==> src/rtl/program_loader.sv <==
// Loads a program byte-by-byte from the UART receiver into instruction memory, holding the core in reset meanwhile.
// Optional feature macro: PROGRAM_CHECKSUM_EN (a trailing XOR checksum byte is verified after the HALT word).
module program_loader #(
  parameter int              LEN                = 32,
  parameter int              LEN_DATA           = 8,
  parameter int              CANT_INSTRUCCIONES = 64,
  parameter int              NB_ADDR            = $clog2(CANT_INSTRUCCIONES),
  parameter logic [LEN-1:0]  HALT_WORD          = 32'hFFFFFFFF,
  parameter int              TIMEOUT_CYCLES     = 1000000
) (
  input  logic                clk,
  input  logic                reset,
  input  logic                start,
  input  logic                rx_done,
  input  logic [LEN_DATA-1:0] uart_data_in,
  output logic                mem_wr_en,
  output logic [NB_ADDR-1:0]  mem_addr,
  output logic [LEN-1:0]      mem_wr_data,
  output logic                hold_mips,
  output logic                busy,
  output logic                done,
  output logic                error,
  output logic [NB_ADDR:0]    word_count
);

  localparam int BYTES = LEN / LEN_DATA;
  localparam int IDX_W = $clog2(BYTES) + 1;
  localparam int TIM_W = $clog2(TIMEOUT_CYCLES) + 1;
  localparam int WC_W  = NB_ADDR + 1;

  typedef enum logic [2:0] {
    S_IDLE,
    S_WAIT_BYTE,
    S_WRITE,
`ifdef PROGRAM_CHECKSUM_EN
    S_CHECK,
`endif
    S_DONE,
    S_ERROR
  } state_t;

  state_t              state_q, state_d;
  logic [NB_ADDR-1:0]  addr_q, addr_d;
  logic [IDX_W-1:0]    byte_idx_q, byte_idx_d;
  logic [TIM_W-1:0]    timer_q, timer_d;
  logic [LEN-1:0]      shift_q, shift_d;
  logic [WC_W-1:0]     word_count_q, word_count_d;
  logic                mem_wr_en_q, mem_wr_en_d;
  logic [NB_ADDR-1:0]  mem_addr_q, mem_addr_d;
  logic [LEN-1:0]      mem_wr_data_q, mem_wr_data_d;
  logic                busy_q, busy_d;
  logic                hold_q, hold_d;
  logic                done_q, done_d;
  logic                error_q, error_d;
`ifdef PROGRAM_CHECKSUM_EN
  logic [LEN_DATA-1:0] xor_q, xor_d;
`endif

  always_comb begin
    state_d       = state_q;
    addr_d        = addr_q;
    byte_idx_d    = byte_idx_q;
    timer_d       = timer_q;
    shift_d       = shift_q;
    word_count_d  = word_count_q;
    mem_wr_en_d   = 1'b0;
    mem_addr_d    = mem_addr_q;
    mem_wr_data_d = mem_wr_data_q;
`ifdef PROGRAM_CHECKSUM_EN
    xor_d         = xor_q;
`endif
    case (state_q)
      S_WAIT_BYTE: begin
        if (rx_done) begin
          shift_d = {shift_q[LEN-LEN_DATA-1:0], uart_data_in};
          timer_d = '0;
`ifdef PROGRAM_CHECKSUM_EN
          xor_d   = xor_q ^ uart_data_in;
`endif
          if (byte_idx_q == IDX_W'(BYTES - 1)) begin
            // Word complete: present the write on the registered port during WRITE.
            state_d       = S_WRITE;
            byte_idx_d    = '0;
            mem_wr_en_d   = 1'b1;
            mem_addr_d    = addr_q;
            mem_wr_data_d = shift_d;
          end else begin
            byte_idx_d = byte_idx_q + IDX_W'(1);
          end
        end else if (timer_q == TIM_W'(TIMEOUT_CYCLES - 1)) begin
          state_d = S_ERROR;
        end else begin
          timer_d = timer_q + TIM_W'(1);
        end
      end
      S_WRITE: begin
        addr_d       = addr_q + NB_ADDR'(1);
        word_count_d = word_count_q + WC_W'(1);
        timer_d      = '0;
        byte_idx_d   = '0;
        if (shift_q == HALT_WORD) begin
`ifdef PROGRAM_CHECKSUM_EN
          state_d = S_CHECK;
`else
          state_d = S_DONE;
`endif
        end else if (addr_q == NB_ADDR'(CANT_INSTRUCCIONES - 1)) begin
          state_d = S_ERROR;
        end else begin
          state_d = S_WAIT_BYTE;
        end
      end
`ifdef PROGRAM_CHECKSUM_EN
      S_CHECK: begin
        if (rx_done) begin
          state_d = (uart_data_in == xor_q) ? S_DONE : S_ERROR;
        end else if (timer_q == TIM_W'(TIMEOUT_CYCLES - 1)) begin
          state_d = S_ERROR;
        end else begin
          timer_d = timer_q + TIM_W'(1);
        end
      end
`endif
      default: begin
        // IDLE, DONE and ERROR all accept a new load request.
        if (start) begin
          state_d      = S_WAIT_BYTE;
          addr_d       = '0;
          byte_idx_d   = '0;
          word_count_d = '0;
          timer_d      = '0;
`ifdef PROGRAM_CHECKSUM_EN
          xor_d        = '0;
`endif
        end
      end
    endcase

    busy_d  = (state_d == S_WAIT_BYTE) || (state_d == S_WRITE)
`ifdef PROGRAM_CHECKSUM_EN
              || (state_d == S_CHECK)
`endif
              ;
    hold_d  = busy_d || (state_d == S_ERROR);
    done_d  = (state_d == S_DONE);
    error_d = (state_d == S_ERROR);
  end

  always_ff @(posedge clk or negedge reset) begin
    if (!reset) begin
      state_q       <= S_IDLE;
      addr_q        <= '0;
      byte_idx_q    <= '0;
      timer_q       <= '0;
      shift_q       <= '0;
      word_count_q  <= '0;
      mem_wr_en_q   <= 1'b0;
      mem_addr_q    <= '0;
      mem_wr_data_q <= '0;
      busy_q        <= 1'b0;
      hold_q        <= 1'b0;
      done_q        <= 1'b0;
      error_q       <= 1'b0;
`ifdef PROGRAM_CHECKSUM_EN
      xor_q         <= '0;
`endif
    end else begin
      state_q       <= state_d;
      addr_q        <= addr_d;
      byte_idx_q    <= byte_idx_d;
      timer_q       <= timer_d;
      shift_q       <= shift_d;
      word_count_q  <= word_count_d;
      mem_wr_en_q   <= mem_wr_en_d;
      mem_addr_q    <= mem_addr_d;
      mem_wr_data_q <= mem_wr_data_d;
      busy_q        <= busy_d;
      hold_q        <= hold_d;
      done_q        <= done_d;
      error_q       <= error_d;
`ifdef PROGRAM_CHECKSUM_EN
      xor_q         <= xor_d;
`endif
    end
  end

  assign mem_wr_en   = mem_wr_en_q;
  assign mem_addr    = mem_addr_q;
  assign mem_wr_data = mem_wr_data_q;
  assign hold_mips   = hold_q;
  assign busy        = busy_q;
  assign done        = done_q;
  assign error       = error_q;
  assign word_count  = word_count_q;

endmodule

==> config.mk <==
export PLATFORM = sky130hd
export DESIGN_NAME = program_loader
export DESIGN_NICKNAME = d
export VERILOG_FILES = /design/src/rtl/program_loader.sv
export SDC_FILE = /design/constraint.sdc
export NUM_CORES = 1
export LEC_CHECK = 0
export BUFFER_PORTS_ARGS = -buffer_cell sky130_fd_sc_hd__buf_2
export CORE_UTILIZATION = 35
export CTS_CLUSTER_SIZE = 25
export DETAILED_ROUTE_END_ITERATION = 8
export GPL_TIMING_DRIVEN = 0
export PLACE_DENSITY_LB_ADDON = 0.12
export SLEW_MARGIN = 10
export SYNTH_ARGS = -nofsm -noshare
export SYNTH_HDL_FRONTEND = slang
export SYNTH_SLANG_ARGS = --single-unit
==> constraint.sdc <==
create_clock -name clk -period 4.76 [get_ports clk]
set_input_delay 0.952 -clock clk [delete_from_list [all_inputs] [get_ports clk]]
set_output_delay 0.952 -clock clk [all_outputs]
set_load 0.1 [all_outputs]
; ---- Word-level counts from Yosys, hierarchy flattened
; Cells that the tools add are included.
[op_classes]
add_sub_neg = 4
n_eq_ne = 12
n_mux = 22
bitwise_logic = 1
reduce_logical = 9
[ops]
columns = op, n
row1 = 21-bit two-way mux, 3
row2 = 21-bit case mux with 2 select lines, 1
row3 = 32-bit == test (second input constant), 1
row4 = 3-bit two-way mux, 9
row5 = 21-bit by 1-bit adder with 21-bit output (second input constant), 1
row6 = 21-bit by 20-bit == test with 1-bit output (second input constant), 1
row7 = 7-bit case mux with 2 select lines, 1
row8 = 3-bit by 2-bit == test with 1-bit output (second input constant), 4
row9 = 3-bit case mux with 2 select lines, 2
row10 = 6-bit case mux with 2 select lines, 1
row11 = 2-bit AND reduction, 4
row12 = 7-bit by 1-bit adder with 7-bit output (second input constant), 1
row13 = 7-bit two-way mux, 1
row14 = 6-bit by 1-bit adder with 6-bit output (second input constant), 1
row15 = 3-bit by 1-bit == test with 1-bit output (second input constant), 2
row16 = 6-bit == test (second input constant), 1
row17 = 6-bit two-way mux, 1
row18 = 3-bit by 1-bit adder with 3-bit output (second input constant), 1
row19 = 3-bit == test (second input constant), 1
row20 = 1-bit two-way mux, 3
row21 = 3-bit inequality test (second input constant), 1
row22 = 3-bit AND reduction, 1
row23 = 3-bit nonzero test, 1
row24 = 1-bit logical OR, 2
row25 = 3 further kinds, 3
[word_totals]
reg_bits = 115
input_bits = 12
output_inout_bits = 50
elab_cells = 61

; ---- Depth between registers and ports, before layout
; Gate-level depths: netlist of run 1.
[logic_depth]
ltp_word = 7
depth_mapped = 8
mapped_depth_nobuf = 6

; ---- Least setup slack after synthesis of run 1
; No wires, ideal clock.
[synth_path]
path_kind = input to register
start = input port rx_done
end = register timer_q[1]
setup_time_ns = 0.132
arrival_time_ns = 2.253
setup_slack_ns = 2.375
path_stages = 7
n_path_buf = 2
path_cell_list = nor4b_1 nand3_1 o31ai_2 buf_4 buf_6 mux2i_1 nor2_1
[synth_via]
elab_chain_cells = 2
elab_cells_between_ends = 4
classes_between = eq/ne: 1 / mux: 2 / reduce/logical: 1
[synth_rtl]
columns = item, line
row1 = "start, declared", 14  ; input logic rx_done,
row2 = 21-bit two-way mux / 3-bit inequality test (equally long branches), n/a
row3 = 21-bit case mux with 2 select lines / 2-bit AND reduction (equally long branches), n/a
row4 = "end signal, assigned", 171  ; timer_q <= timer_d;
row5 = "end, declared", 45  ; logic [TIM_W-1:0] timer_q, timer_d;
; Parallel ways exist; a longest one is shown, timed or not.
; A chain may end at the register's enable or synchronous reset.

; ---- Worst setup path in the final report of run 1
[layout_path]
start = input port rx_done
end = register error_q (netlist: error)
[layout_via]
elab_chain_cells = 3
[layout_rtl]
columns = item, line
row1 = 3-bit two-way mux, 74  ; if (rx_done) begin
row2 = 3-bit case mux with 2 select lines, 72  ; case (state_q)
row3 = 3-bit == test, 146  ; error_d = (state_d == S_ERROR);
row4 = named net error_d, 54  ; logic error_q, error_d;
row5 = "end signal, assigned", 180  ; error_q <= error_d;
row6 = "end, declared", 54
; The timed path passes the listed nets, and every way through them passes these cells.

==> results of run 1 <==
-- path summary, 6_finish.rpt --
check,slack (ns),start,end,depth (start not counted)
setup / recovery,2.19,rx_done,error,6
hold / removal,0.42,reset,timer_q[14],1
setup reg to reg,2.41,timer_q[6],error,5
hold reg to reg,0.47,mem_wr_data[3],mem_wr_data[3],2
max in group asynchronous,3.62,reset,mem_wr_data[15],2
min in group clk,0.47,mem_wr_data[3],mem_wr_data[3],2
-- cell type report --
cell class,count,area (sq um),area share
well taps,180,225,0.0360
clock inverters,15,146,0.0234
plain buffers,18,97.6,0.0156
flip-flops and latches,115,2880,0.460
multi-input cells,292,2120,0.339
repair buffers,62,339,0.0542
clock buffers,17,425,0.0681
diodes,1,2.50,0.000400
inverters,5,18.8,0.00300
-- cells in the mapped netlist (all sizes together) (2+ instances only) --
cell type	n	area, sq um
xnor2	6	52.6
nand2b	6	37.5
ha	4	50.1
o211ai	5	37.5
nand3	9	45.0
nor2	25	93.8
xor2	9	78.8
or3	4	25.0
nor2b	2	12.5
buf	12	73.8
mux2	64	721
inv	4	15.0
nor4	7	50.1
o21a	2	15.0
o2111ai	4	35.0
o21ai	18	93.8
a21oi	13	65.1
nand4	13	81.3
dfrtp	115	2880
and4	5	43.8
nor4b	3	32.5
or4	9	67.6
and2	4	25.0
and3	9	56.3
nor3	5	25.0
clkbuf	6	23.8
nor3b	2	26.3
o21ba	2	20.0
a22o	4	35.0
nand2	41	154
o31ai	8	65.1
-- per-stage QoR --
stage                     utilization  cells  cell area [sq um]
after floorplan                     -    430               5110
final                           0.445    705               6250
after CTS                       0.445    704               6250
after global routing            0.445    704               6250
after detailed placement        0.404    672               5680
after global placement          0.402    671               5640
-- worst max-delay path, delay by kind of cell --
kind / cells / cell delay [ns]
AOI/OAI and AO/OA: 1 / 0.16
buffers and inverters: 1 / 0.13
and+or+nand+nor: 4 / 1.59
-- per-layer routing --
layer / track usage / vias up / wire length, microns
met1: 0.230 / 1773 / 5530
li1: - / 1734 / -
met2: 0.244 / 61 / 5260
met5: 0 / - / 0
met4: 0.0785 / 0 / 189
met3: 0.0534 / 14 / 525
-- registers in the layout, summed over array words and instances, names as in the netlist, 3 cells and up --
register / flops
addr_q: 6
shift_q: 32
timer_q: 21
state_q: 3
mem_wr_data: 32
byte_idx_q: 3
word_count: 7
mem_addr: 6
-- cells by family (layout without fill, tap and decap cells) --
| group | count (synthesis) | in the layout | share of synthesized area |
|---|---|---|---|
| AO/OA/AOI/OAI | 62 | 62 | 0.0810 |
| other | 0 | 1 | 0 |
| XOR/XNOR | 15 | 15 | 0.0257 |
| multiplexers | 65 | 65 | 0.143 |
| AND/OR/NAND/NOR | 146 | 146 | 0.155 |
| buffers and inverters | 23 | 117 | 0.0228 |
| flip-flops | 115 | 115 | 0.563 |
| adder cells (fa/ha/maj) | 4 | 4 | 0.00979 |
==> metrics.md, run 1 <==
| Metric | Value |
|---|---|
| Worst setup EP type | flop |
| WS Path Type | in2reg |
| Ys async rst share | 1.00 |
| Area Overhead vs Synth | 22.3% |
| Site Rows | 43 |
| Crit share post-route | 0.540 |
| Post-CTS Setup Repair Bufs | 0 |
| CTS Sinks | 115 |
| Wire per inst | between 15 and 20 microns |
| Vias per inst | approximately 5 |
| Synthesized Nets | about 450 |
| Antenna viol nets, final | 0 |
| Syn Std Cell Area | 5110 sq um |
| Worst Path Arrival | ~2.8 ns |
| Period minus WS final | between 2 and 3 ns |
| CP Max Fanout | 8 |
| Clock-pin transition on the worst setup and hold timing paths | roughly 0.060 ns |
| Iteration-0 DRC Markers | around 150 |
| DRC violations left | 0 |
| CP max stage delay | approximately 0.52 ns |
| Drt first pass iters | 4 |
| Syn avg cell area | between 10 and 15 sq um |
| Clk_lat worst skew | 0.42 ns |
| Final net count | 527 |
| Remaining Overflow, GRT | 0 |
| Antenna violations before repair | 0 |
| Worst slew pin tran | 0.957 ns |
| Routed wire length | between 10000 and 15000 microns |
| Longest Clk Path Bufs | 2 |
| Most frequent cells in the layout | dfrtp_1 (115), buf_2 (65), mux2_2 (64) |
| Final setup fails | 0 |
| GRT Overall Usage | 0.169 |
| Global-route wire length before repair | about 19000 microns |
| Max Slew Vio Count | 0 |
| Slowest stage cell on the critical path | nor4_1 |
| Hpwl dp | between 7000 and 8000 microns |
| Pre-CTS setup slack | roughly 1.7 ns |
| RSZ-0062 raised after global routing | false |
| Total negative slack | 0 ns |
| Cells after synthesis | 430 |
| Main synth FF type | dfrtp_1 |
| Root Buffer | clkbuf_16 |
| Min-delay worst type | in2async |
| Count of cell types in the netlist | 50 |
| Commonest non-fill, non-tap cell in the layout | dfrtp_1 |
| Via count | 3582 |
| Die Span X | 123 microns |
| Die area | around 15000 sq um |
| H-tree depth | 4 |
| Routability cong. | ~0.80 |
| Fin. Hold Viols | 0 |
| Critical-path cell list | buf_2 -> nor4b_1 -> nand3_1 -> nor4_1 -> a21oi_1 -> nor4_1 |
| Post-CTS sizing | 0 |
| Chip height | roughly 120 microns |
| Layout cell share with drive strength beyond 1 | 0.336 |
| Status | finished clean |
| Fill cell count | about 1300 |
| Number of synthesized register bits | 115 |
| Startpoint Class | input pin |
| Synth warnings | 0 |
| # port buffers | about 60 |
| Initial Util | 0.364 |
| MaxCap Viol Count | 0 |
| Skew final | approximately 0.0077 ns |
| CP required | about 5 ns |
| Largest net degree at the start of global routing | 83 |
| Min Hold Slack | ~0.42 ns |
| Cts bufs inserted | 17 |
| Slew HR | 0.357 |
| Post-synth EDFFs | 0 |
| Ports | 62 |
| Seq/Total Area, Yosys | 0.563 |
| CTS tree | done |
| Post-CTS Hold Fix Bufs | 0 |
| Core ar. | ~14000 sq um |
| Cell repeated most along the worst path | nor4_1 |
| Final setup margin | between 2 and 2.5 ns |
| Vias in the first global route | roughly 3500 |
| Fmax | 0.389 GHz |
Power of run 1 is not shown: default switching activity piles up to over one toggle a cycle in this logic, so the estimate is an artifact.
==> inputs of run 2 (changes only) <==
==> constraint.sdc (replaced) <==
create_clock -name clk -period 2.4 [get_ports clk]
set_input_delay 0.48 -clock clk [delete_from_list [all_inputs] [get_ports clk]]
set_output_delay 0.48 -clock clk [all_outputs]
set_load 0.1 [all_outputs]
==> run 2 against run 1 <==
Global-route usage did not move. Critical path type is now reg2reg. Design area rose by 0.60%. Critical path depth rose by 1. Critical endpoint unchanged. Sequential share of layout area fell by 0.27 points. Worst setup slack got worse by 1.9 ns. Highest routed layer unchanged. Core utilization rose by 0.27 points.
==> metrics.md, run 2 (same netlist as run 1, synthesis figures left out) <==
| Metric | Value |
|---|---|
| Antenna viol nets, final | 0 (unchanged) |
| Vias in the first global route | 3485 (unchanged) |
| Final net count | 528 (was 527) |
| M2 GR Usage | 0.244 (unchanged) |
| CP Max Fanout | 9 (was 8) |
| Min Hold Slack | 0.276 ns (was 0.423 ns) |
| CTS tree | done (unchanged) |
| Iteration-0 DRC Markers | 191 (was 153) |
| H-tree depth | 4 (unchanged) |
| Skew final | 0.0114 ns (was 0.00772 ns) |
| Remaining Overflow, GRT | 0 (unchanged) |
| Clk_lat worst skew | 0.42 ns (about the same) |
| CTS Sinks | 115 (unchanged) |
| Switch Pwr | about 4.7 mW |
| Largest net degree at the start of global routing | 83 (unchanged) |
| Met1 GRT Util | 0.230 (unchanged) |
| RSZ-0062 raised after global routing | false (unchanged) |
| Layout cell share with drive strength beyond 1 | 0.345 (was 0.336) |
| Most frequent cells in the layout | dfrtp_1 (115), buf_2 (65), mux2_2 (64) (unchanged) |
| Vias per inst | 5.10 (was 5.08) |
| Fmax | about 0.47 GHz |
| Crit-path leading delay family | compound AO/OA/AOI/OAI gates (was simple AND/OR/NAND/NOR gates) |
| Post-CTS Setup Repair Bufs | 0 (unchanged) |
| Crit share post-route | 0.893 |
| Period minus WS final | about 2.1 ns |
| Antenna violations before repair | 0 (unchanged) |
| # port buffers | 61 (unchanged) |
| MaxCap Viol Count | 0 (unchanged) |
| Worst Path Arrival | 2.43 ns (was 2.84 ns) |
| Fin. Hold Viols | 0 (unchanged) |
| CP max stage delay | 0.45 ns (was 0.52 ns) |
| GRT met3 Usage | 0.0534 (unchanged) |
| Longest Clk Path Bufs | 2 (unchanged) |
| WS Path Type | reg2reg (was in2reg) |
| Pint | between 5 and 6 mW |
| Startpoint Class | flop (was input pin) |
| Hpwl dp | 7860 microns (unchanged) |
| Chip height | 123 microns (unchanged) |
| Initial Util | 0.364 (unchanged) |
| Core ar. | 14000 sq um (unchanged) |
| Max Slew Vio Count | 0 (unchanged) |
| Via count | 3600 (was 3582) |
| Routed wire length | 11500 microns (about the same) |
| Clock-pin transition on the worst setup and hold timing paths | 0.06 ns (about the same) |
| DRC violations left | 0 (unchanged) |
| Final cell count without fillers | 706 (was 705) |
| Site Rows | 43 (unchanged) |
| Sw Ratio | 0.476 |
| Total Power | about 9.8 mW |
| Total negative slack | 0 ns (unchanged) |
| Logic pwr share | 0.439 |
| PwrDens | about 1600 nW/um^2 |
| Inst Count DP | 672 (unchanged) |
| Routability cong. | 0.805 (unchanged) |
| Die area | 15100 sq um (unchanged) |
| Seq pwr share | 0.313 |
| CP required | 2.68 ns (was 5.03 ns) |
| Max VDD drop | 1180 uV |
| Clock Power Share | 0.248 |
| Ports | 62 (unchanged) |
| Commonest non-fill, non-tap cell in the layout | dfrtp_1 (unchanged) |
| Final setup fails | 0 (unchanged) |
| Worst slew pin tran | 0.684 ns (was 0.957 ns) |
| Status | finished clean (unchanged) |
| Leak pwr | about 2.9 nW |
| Slowest stage cell on the critical path | nor4_2 (was nor4_1) |
| Global-route wire length before repair | 18900 microns (unchanged) |
| Root Buffer | clkbuf_16 (unchanged) |
| Drt first pass iters | 4 (unchanged) |
| Worst setup EP type | flop (unchanged) |
| Area Overhead vs Synth | 23.0% (was 22.3%) |
| Busiest grt layer | met2 (unchanged) |
| Slew HR | 0.539 (was 0.357) |
| Cts bufs inserted | 17 (unchanged) |
| Wire per inst | 16.4 microns (was 16.3 microns) |
| Critical-path cell list | buf_4 -> xnor2_1 -> o21a_1 -> clkbuf_1 -> a21oi_1 -> o21ai_0 -> nor4_2 (was buf_2 -> nor4b_1 -> nand3_1 -> nor4_1 -> a21oi_1 -> nor4_1) |
| Min-delay worst type | in2reg (was in2async) |
| Core Util, Final | 0.448 (was 0.445) |
| GRT Overall Usage | 0.169 (unchanged) |
| Die Span X | 123 microns (unchanged) |
| Worst path bufs/invs | 2 (was 1) |
run 2: changes by cell type in the layout (fill, tap and decap cells not counted):
| cell | previous run | this run |
|---|---|---|
| dlygate4sd3_1 | 0 | 1 |
| nand3_2 | 0 | 2 |
| nor4_1 | 6 | 4 |
| nor3_1 | 5 | 4 |
| nor4_2 | 1 | 3 |
| nor3_2 | 0 | 1 |
| nand3_1 | 9 | 7 |
run 2: area by class of cell:
class,count,area (sq um)
fill,1321,7750
sequential,115,2880
multi-input combinational,292,2150
clock buffer,17,425
timing repair buffer,63,349
tap,180,225
clock inverter,15,146
buffer,18,97.6
inverter,5,18.8
antenna,1,2.50
run 2: repair_timing:
item | 4_1_cts | 5_1_grt
endpoints found under the hold margin | 33 | 0
setup endpoints to repair | 0 | 9
hold buffers | 1 | 0
resized for setup | 0 | 5
run 2: worst reg2reg max path: cells and delay by family, from the launching register on:
| family | cells | cell delay [ns] |
|---|---|---|
| XOR/XNOR | 1 | 0.17 |
| flip-flops | 1 | 0.36 |
| AND/OR/NAND/NOR | 1 | 0.45 |
| AO/OA/AOI/OAI | 3 | 0.66 |
| buffers and inverters | 2 | 0.38 |
run 2: power by group through the flow:
| stage | logic (mW) | registers [mW] | clock network [mW] |
|---|---|---|---|
| floorplan | 1.44 | 5.09 | 0 |
| CTS | 4.35 | 3.08 | 2.51 |
| global placement | 4.29 | 3.09 | 0 |
| global route | 4.56 | 3.16 | 2.59 |
| detailed placement | 4.34 | 3.10 | 0 |
| finish | 4.31 | 3.07 | 2.44 |
run 2: metrics by stage:
stage               worst slack, ns  area [sq um]
global placement             -0.626          5640
detailed placement           -0.174          5680
floorplan                     0.487          5110
finish                        0.258          6290
global route                 0.0121          6290
CTS                       0.0000755          6260
run 2: path summary, 6_finish.rpt:
path	slack, ns	from	cells after the start	to
max	0.26	state_q[1]	7	error
min	0.28	uart_data_in[5]	3	mem_wr_data[5]
max reg2reg	0.26	state_q[1]	7	error
min reg2reg	0.47	mem_wr_data[3]	2	mem_wr_data[3]
max in group asynchronous	1.15	reset	3	mem_wr_data[8]
min in group asynchronous	0.53	reset	2	timer_q[14]
run 2: metal layers:
metal | up-vias | routed length (microns)
li1 | 1737 | -
met1 | 1786 | 5640
met2 | 62 | 5240
met3 | 15 | 474
met4 | 0 | 196
met5 | - | 0
Power figures use the tool's default switching activity.
